**src/rtl/regfile_dbg_access_ctrl_pkg.sv**
```systemverilog
// Shared types and defaults for the register-file debug access sequencer.
package regfile_dbg_access_ctrl_pkg;

  localparam int DATA_WIDTH_DEF = 32;
  localparam int RD_WIDTH_DEF   = 5;

  typedef enum logic [2:0] {
    ST_IDLE   = 3'd0,
    ST_WAIT   = 3'd1,
    ST_STALL  = 3'd2,
    ST_ACCESS = 3'd3,
    ST_DONE   = 3'd4
  } dbg_state_e;

  // Width of a counter able to hold 0..limit; never narrower than one bit.
  function automatic int cnt_width(input int limit);
    return (limit < 1) ? 1 : $clog2(limit + 1);
  endfunction

endpackage

```
**src/rtl/regfile_dbg_access_ctrl_dbg_starve_counter.sv**
```systemverilog
// Saturating count of WB-busy wait cycles; hit flags that the limit is reached.
module dbg_starve_counter
  import regfile_dbg_access_ctrl_pkg::*;
#(
  parameter int LIMIT = 8
) (
  input  logic clk,
  input  logic rst,
  input  logic clr,
  input  logic inc,
  output logic hit
);

  localparam int CW = cnt_width(LIMIT);
  localparam logic [CW-1:0] LIMIT_C = CW'(LIMIT);

  logic [CW-1:0] count_r;

  // Counter register: clear wins, increment stops at the limit.
  always_ff @(posedge clk or posedge rst) begin
    if (rst) begin
      count_r <= {CW{1'b0}};
    end else if (clr) begin
      count_r <= {CW{1'b0}};
    end else if (inc && (count_r != LIMIT_C)) begin
      count_r <= count_r + CW'(1);
    end else begin
      count_r <= count_r;
    end
  end

  assign hit = (count_r == LIMIT_C);

endmodule

```
**src/rtl/regfile_dbg_access_ctrl.sv**
```systemverilog
// Debug-port sequencer for the register file: waits for a WB-free cycle,
// forcing a WB stall after too many busy cycles, then performs and acks the access.
module regfile_dbg_access_ctrl
  import regfile_dbg_access_ctrl_pkg::*;
#(
  parameter int DATA_WIDTH   = DATA_WIDTH_DEF,
  parameter int ADDR_WIDTH   = RD_WIDTH_DEF,
  parameter int STARVE_LIMIT = 8
) (
  input  logic                  clk,
  input  logic                  rst,
  input  logic                  wb_we,
  input  logic                  wb_valid,
  input  logic                  wb_ready_go,
  output logic                  wb_stall,
  input  logic                  dbg_req,
  input  logic                  dbg_we,
  input  logic [ADDR_WIDTH-1:0] dbg_addr,
  input  logic [DATA_WIDTH-1:0] dbg_wdata,
  output logic                  dbg_ack,
  output logic [DATA_WIDTH-1:0] dbg_rdata,
  output logic                  busy,
  output logic                  rf_jtag_we,
  output logic [ADDR_WIDTH-1:0] rf_jtag_addr,
  output logic [DATA_WIDTH-1:0] rf_jtag_wdata,
  input  logic [DATA_WIDTH-1:0] rf_jtag_rdata
);

  dbg_state_e            state_r;
  dbg_state_e            state_s;
  logic                  lat_we_r;
  logic [ADDR_WIDTH-1:0] lat_addr_r;
  logic [DATA_WIDTH-1:0] lat_wdata_r;
  logic                  from_stall_r;
  logic [DATA_WIDTH-1:0] rdata_r;
  logic                  wb_req_s;
  logic                  cnt_clr_s;
  logic                  cnt_inc_s;
  logic                  cnt_hit_s;

  assign wb_req_s = wb_we & wb_valid & wb_ready_go;

  dbg_starve_counter #(
    .LIMIT (STARVE_LIMIT)
  ) u_starve (
    .clk (clk),
    .rst (rst),
    .clr (cnt_clr_s),
    .inc (cnt_inc_s),
    .hit (cnt_hit_s)
  );

  // Next-state and counter control.
  always_comb begin
    state_s   = state_r;
    cnt_clr_s = 1'b0;
    cnt_inc_s = 1'b0;
    case (state_r)
      ST_IDLE: begin
        if (dbg_req) begin
          state_s   = ST_WAIT;
          cnt_clr_s = 1'b1;
        end else begin
          state_s = ST_IDLE;
        end
      end
      ST_WAIT: begin
        if (!wb_req_s) begin
          state_s = ST_ACCESS;
        end else if (cnt_hit_s) begin
          state_s = ST_STALL;
        end else begin
          cnt_inc_s = 1'b1;
        end
      end
      ST_STALL:  state_s = ST_ACCESS;
      // A collision sends even a read back to WAIT, keeping the starvation count.
      ST_ACCESS: begin
        if (wb_req_s) begin
          state_s = ST_WAIT;
        end else begin
          state_s = ST_DONE;
        end
      end
      ST_DONE:   state_s = ST_IDLE;
      default:   state_s = ST_IDLE;
    endcase
  end

  // State, request latch, stall-origin flag and read-data holding register.
  always_ff @(posedge clk or posedge rst) begin
    if (rst) begin
      state_r      <= ST_IDLE;
      lat_we_r     <= 1'b0;
      lat_addr_r   <= {ADDR_WIDTH{1'b0}};
      lat_wdata_r  <= {DATA_WIDTH{1'b0}};
      from_stall_r <= 1'b0;
      rdata_r      <= {DATA_WIDTH{1'b0}};
    end else begin
      state_r      <= state_s;
      from_stall_r <= (state_r == ST_STALL);
      if ((state_r == ST_IDLE) && dbg_req) begin
        lat_we_r    <= dbg_we;
        lat_addr_r  <= dbg_addr;
        lat_wdata_r <= dbg_wdata;
      end
      if ((state_r == ST_ACCESS) && !wb_req_s && !lat_we_r) begin
        rdata_r <= rf_jtag_rdata;
      end
    end
  end

  // Output decode; only the regfile write enable looks at the live WB request.
  always_comb begin
    busy       = (state_r != ST_IDLE);
    dbg_ack    = (state_r == ST_DONE);
    wb_stall   = (state_r == ST_STALL) || ((state_r == ST_ACCESS) && from_stall_r);
    rf_jtag_we = (state_r == ST_ACCESS) && lat_we_r && !wb_req_s;
    if (state_r == ST_IDLE) begin
      rf_jtag_addr  = {ADDR_WIDTH{1'b0}};
      rf_jtag_wdata = {DATA_WIDTH{1'b0}};
    end else begin
      rf_jtag_addr  = lat_addr_r;
      rf_jtag_wdata = lat_wdata_r;
    end
  end

  assign dbg_rdata = rdata_r;

endmodule

```
**config.mk**
```make
export PLATFORM = sky130hd
export DESIGN_NAME = regfile_dbg_access_ctrl
export DESIGN_NICKNAME = d
export VERILOG_FILES = /design/src/rtl/regfile_dbg_access_ctrl_pkg.sv /design/src/rtl/regfile_dbg_access_ctrl_dbg_starve_counter.sv /design/src/rtl/regfile_dbg_access_ctrl.sv
export SDC_FILE = /design/constraint.sdc
export NUM_CORES = 1
export LEC_CHECK = 0
export CELL_PAD_IN_SITES_DETAIL_PLACEMENT = 1
export CELL_PAD_IN_SITES_GLOBAL_PLACEMENT = 1
export CORE_MARGIN = 2
export CORE_UTILIZATION = 25
export DETAILED_ROUTE_END_ITERATION = 8
export PLACE_DENSITY_LB_ADDON = 0.1
export SLEW_MARGIN = 30
export SYNTH_ARGS = -nofsm -noshare
export SYNTH_HDL_FRONTEND = slang
export SYNTH_HIERARCHICAL = 1
export SYNTH_SLANG_ARGS = --single-unit
export TNS_END_PERCENT = 100
```
**constraint.sdc**
```tcl
create_clock -name clk -period 4.95 [get_ports clk]
set_input_delay 1.485 -clock clk [delete_from_list [all_inputs] [get_ports clk]]
set_output_delay 1.485 -clock clk [all_outputs]
set_load 0.02 [all_outputs]
```
==> summary.md <==
| Metric | Value |
|---|---|
| Count leader, synth | `dfrtp_1` |
| # Post-CTS Setup Buffers | `0` |
| Status | `finished clean` |
| H-tree Lvls | `3` |
| Seq pwr share | `30.4%` |
| Post-synthesis sequential area ratio | `57.06%` |
| Resized cells post-CTS | `0` |
| Tcrit/Tclk final | `90.26%` |
| Top-area cell type share of the netlist area | `around 57%` |
| Port Buffer Count | `148` |
| Slew headroom | `55.76%` |
| Switch Pwr | `0.001335 W` |
| Vias per std cell | `4.187` |
| Hold Vio Cnt, Final | `0` |
| Post-synth top cells | `dfrtp_1 (78), mux2_2 (61), nor2b_1 (37), mux2_4 (10), inv_1 (7)` |
| Cell taking the most area after synthesis | `dfrtp_1` |
| # diodes | `0` |
| Synthesized Nets | `320` |
| Flop2flop setup slack | `around 2.5 ns` |
| Int Pwr | `0.002396 W` |
| Yosys reg bits | `78` |
| P&R area growth vs syn | `55.19%` |
| Worst Path Buf+Inv | `2` |
| Clock buffer depth | `2` |
| Avg WL per Cell | `15.36 um` |
| WP data arrival | `2.98 ns` |
| Startpoint Class | `primary input` |
| Post-synth ARST share | `100.0%` |
| Synth cell types | `34` |
| DRT Wirelength | `between 8 and 9 mm` |
| First-pass GRT wire length | `about 14 mm` |
| Hold path start | `lat_wdata_r[27]` |
| Number of buffers created by CTS | `9` |
| Maximum vdd drop | `about 0.22 mV` |
| Clock sinks | `78` |
| P_leak | `2.203 nW` |
| CP top delay family | `buffers and inverters` |
| Final setup violation count | `0` |
| Final GP Congestion | `roughly 0.66` |
| Synth warn | `6` |
| Setup tns final | `0 ns` |
| Number of global-route vias before repair | `approximately 2600` |
| Final core occ | `39.93%` |
| Clk_lat worst skew | `0.33 ns` |
| Area of the core region | `13300 sq um` |
| Slowest cell on the critical path | `clkdlybuf4s50_1` |
| Post-synth top flop | `dfrtp_1` |
| Initial Utilization | `25.73%` |
| I/O pins | `about 150` |
| Number of remaining DRC errors | `0` |
| CP peak stage delay | `0.55 ns` |
| Min Clock Period, post-route | `4.468 ns` |
| MaxCap Viol Count | `0` |
| Pin count of the biggest net entering global routing | `46` |
| Layout cells sized above 1 | `23.43%` |
| Clock Power Share | `approximately 16%` |
| Nature of the critical path endpoint | `output port` |
| Pwr Density | `between 700 and 800 nW/um^2` |
| Comb pwr share | `53.7%` |
| CTS root buf | `clkbuf_16` |
| Worst Path Required | `approximately 3.5 ns` |
| Post-DP HPWL | `6.167 mm` |
| Row count | `42` |
| Worst Tran Pin Value | `around 0.66 ns` |
| Die ar. | `14640 sq um` |
| Mapped cell area | `3421 sq um` |
| Initial antenna violation count | `0` |
| Max Clock Skew | `0.005264 ns` |
| Crit path from | `wb_ready_go` |
| Switching portion of total power | `35.79%` |
| Hold WC Path Type | `reg -> reg` |
| Number of DRC markers in iteration 0 | `44` |
| Vias | `about 2400` |
| Remaining global-route overflow | `0` |
| Fillers | `1420` |
| Die Ht | `roughly 120 um` |
| Top cell by count, worst path | `clkdlybuf4s50_1` |
| TritonRoute pass-1 iters | `3` |
| CP Class | `in -> out` |
| Final slew viol count | `0` |
| Max frequency | `223.8 MHz` |
| Syn_area_per_cell | `14.14 sq um` |
| Die Width | `about 120 um` |
| Post-synth EDFFs | `0` |
| Hold_buf cts | `0` |
| Critical Path, Cell by Cell | `clkdlybuf4s50_1, nand3_1, and3_1, and2_1, clkdlybuf4s50_1` |
| Nets | `roughly 470` |
| Post-Syn Instances | `242` |
| Reg2Reg Launch Point | `state_r[0]` |
| Top cells by area, synth | `dfrtp_1 (57%), mux2_2 (20%), nor2b_1 (6.8%), mux2_4 (4.4%), buf_6 (0.99%)` |
| Clock transition at path regs | `0.05 ns` |
| RSZ-0062 raised after global routing | `no` |
| Post-route ant nets | `0` |
| TritonCTS clock tree | `yes` |
| Critical path peak fanout | `2` |
| Gr usage total | `12.56%` |
-- logic make-up after synthesis --
| family | after synthesis | share of synthesized area (%) |
|---|---|---|
| buf+inv | 19 | 4.169 |
| mux | 72 | 24.76 |
| flops | 78 | 57.06 |
| xor+xnor | 1 | 0.2561 |
| simple gates | 65 | 12.14 |
| fa+ha+maj | 2 | 0.7314 |
| compound gates | 5 | 0.8779 |
-- power by group through the flow --
stage | Combinational [W] | Sequential (W) | Clock (W)
3_5_place_dp | 0.00204 | 0.00114 | 0
4_1_cts | 0.00205 | 0.00114 | 0.000623
5_1_grt | 0.00215 | 0.00119 | 0.000646
3_3_place_gp | 0.00202 | 0.00113 | 0
6_report | 0.00201 | 0.00113 | 0.000593
2_1_floorplan | 0.00104 | 0.00126 | 0
-- worst paths after layout --
check	endpoint	cells after the start
worst max-delay path	rf_jtag_we	5
worst min-delay path	lat_wdata_r[27]	1
worst max register to register	lat_wdata_r[9]	4
worst min register to register	lat_wdata_r[27]	1
max in group asynchronous	lat_wdata_r[4]	3
min in group asynchronous	u_starve/count_r[2]	2
-- layout make-up --
| type | instances | area, sq um | area share [%] |
|---|---|---|---|
| Clock buffer | 12 | 246.5 | 4.643 |
| Clock inverter | 2 | 10.01 | 0.1885 |
| Inverter | 7 | 28.78 | 0.5421 |
| Multi-Input combinational cell | 145 | 1333 | 25.10 |
| Sequential cell | 78 | 1952 | 36.77 |
| Tap cell | 176 | 220.2 | 4.148 |
| Timing Repair Buffer | 153 | 1519 | 28.61 |
-- placed cells by master (no fill, tap or decap) --
cell             count
clkdlybuf4s50_1    148
dfrtp_1             78
mux2_2              61
nor2b_1             37
mux2_4              10
clkbuf_16            9
inv_1                6
nor2_1               5
buf_4                5
nand2b_1             3
a21oi_1              3
nand2_1              3
nor4_1               2
or2b_1               2
and3_1               2
nor3_1               2
clkbuf_1             2
clkinv_2             2
ha_1                 2
nand3_1              1
and2b_2              1
nand4b_4             1
nor3_4               1
and2_4               1
nor3b_1              1
and2_1               1
inv_4                1
o21bai_1             1
clkbuf_8             1
o21a_1               1
mux2i_1              1
or3b_1               1
nand4_1              1
xor2_1               1
-- stage by stage --
step | std cells | power, W | setup slack [ns] | hold WS (ns) | area (sq um)
after floorplan | 242 | 0.002296 | 1.371 | 0.4726 | 3421
after global placement | 559 | 0.003150 | 0.4526 | 0.4818 | 5051
after detailed placement | 559 | 0.003180 | 0.4571 | 0.4855 | 5051
after CTS | 573 | 0.003806 | 0.4501 | 0.5015 | 5308
after global routing | 573 | 0.003977 | 0.4181 | 0.5067 | 5309
final | 573 | 0.003731 | 0.4824 | 0.4981 | 5309
-- state kept, by name (all words and copies together), names as in the netlist --
name	cells
lat_addr_r	5
from_stall_r	1
lat_we_r	1
lat_wdata_r	32
state_r	3
dbg_rdata	32
u_starve/count_r	4
-- routing by layer --
layer	vias up	track usage, %	part of all wire, %
li1	1116	-	-
met1	1173	15.06	42
met2	101	18.47	44
met3	9	7.190	12
met4	0	5.015	1.5
met5	-	0	0
Power figures use the tool's default switching activity.
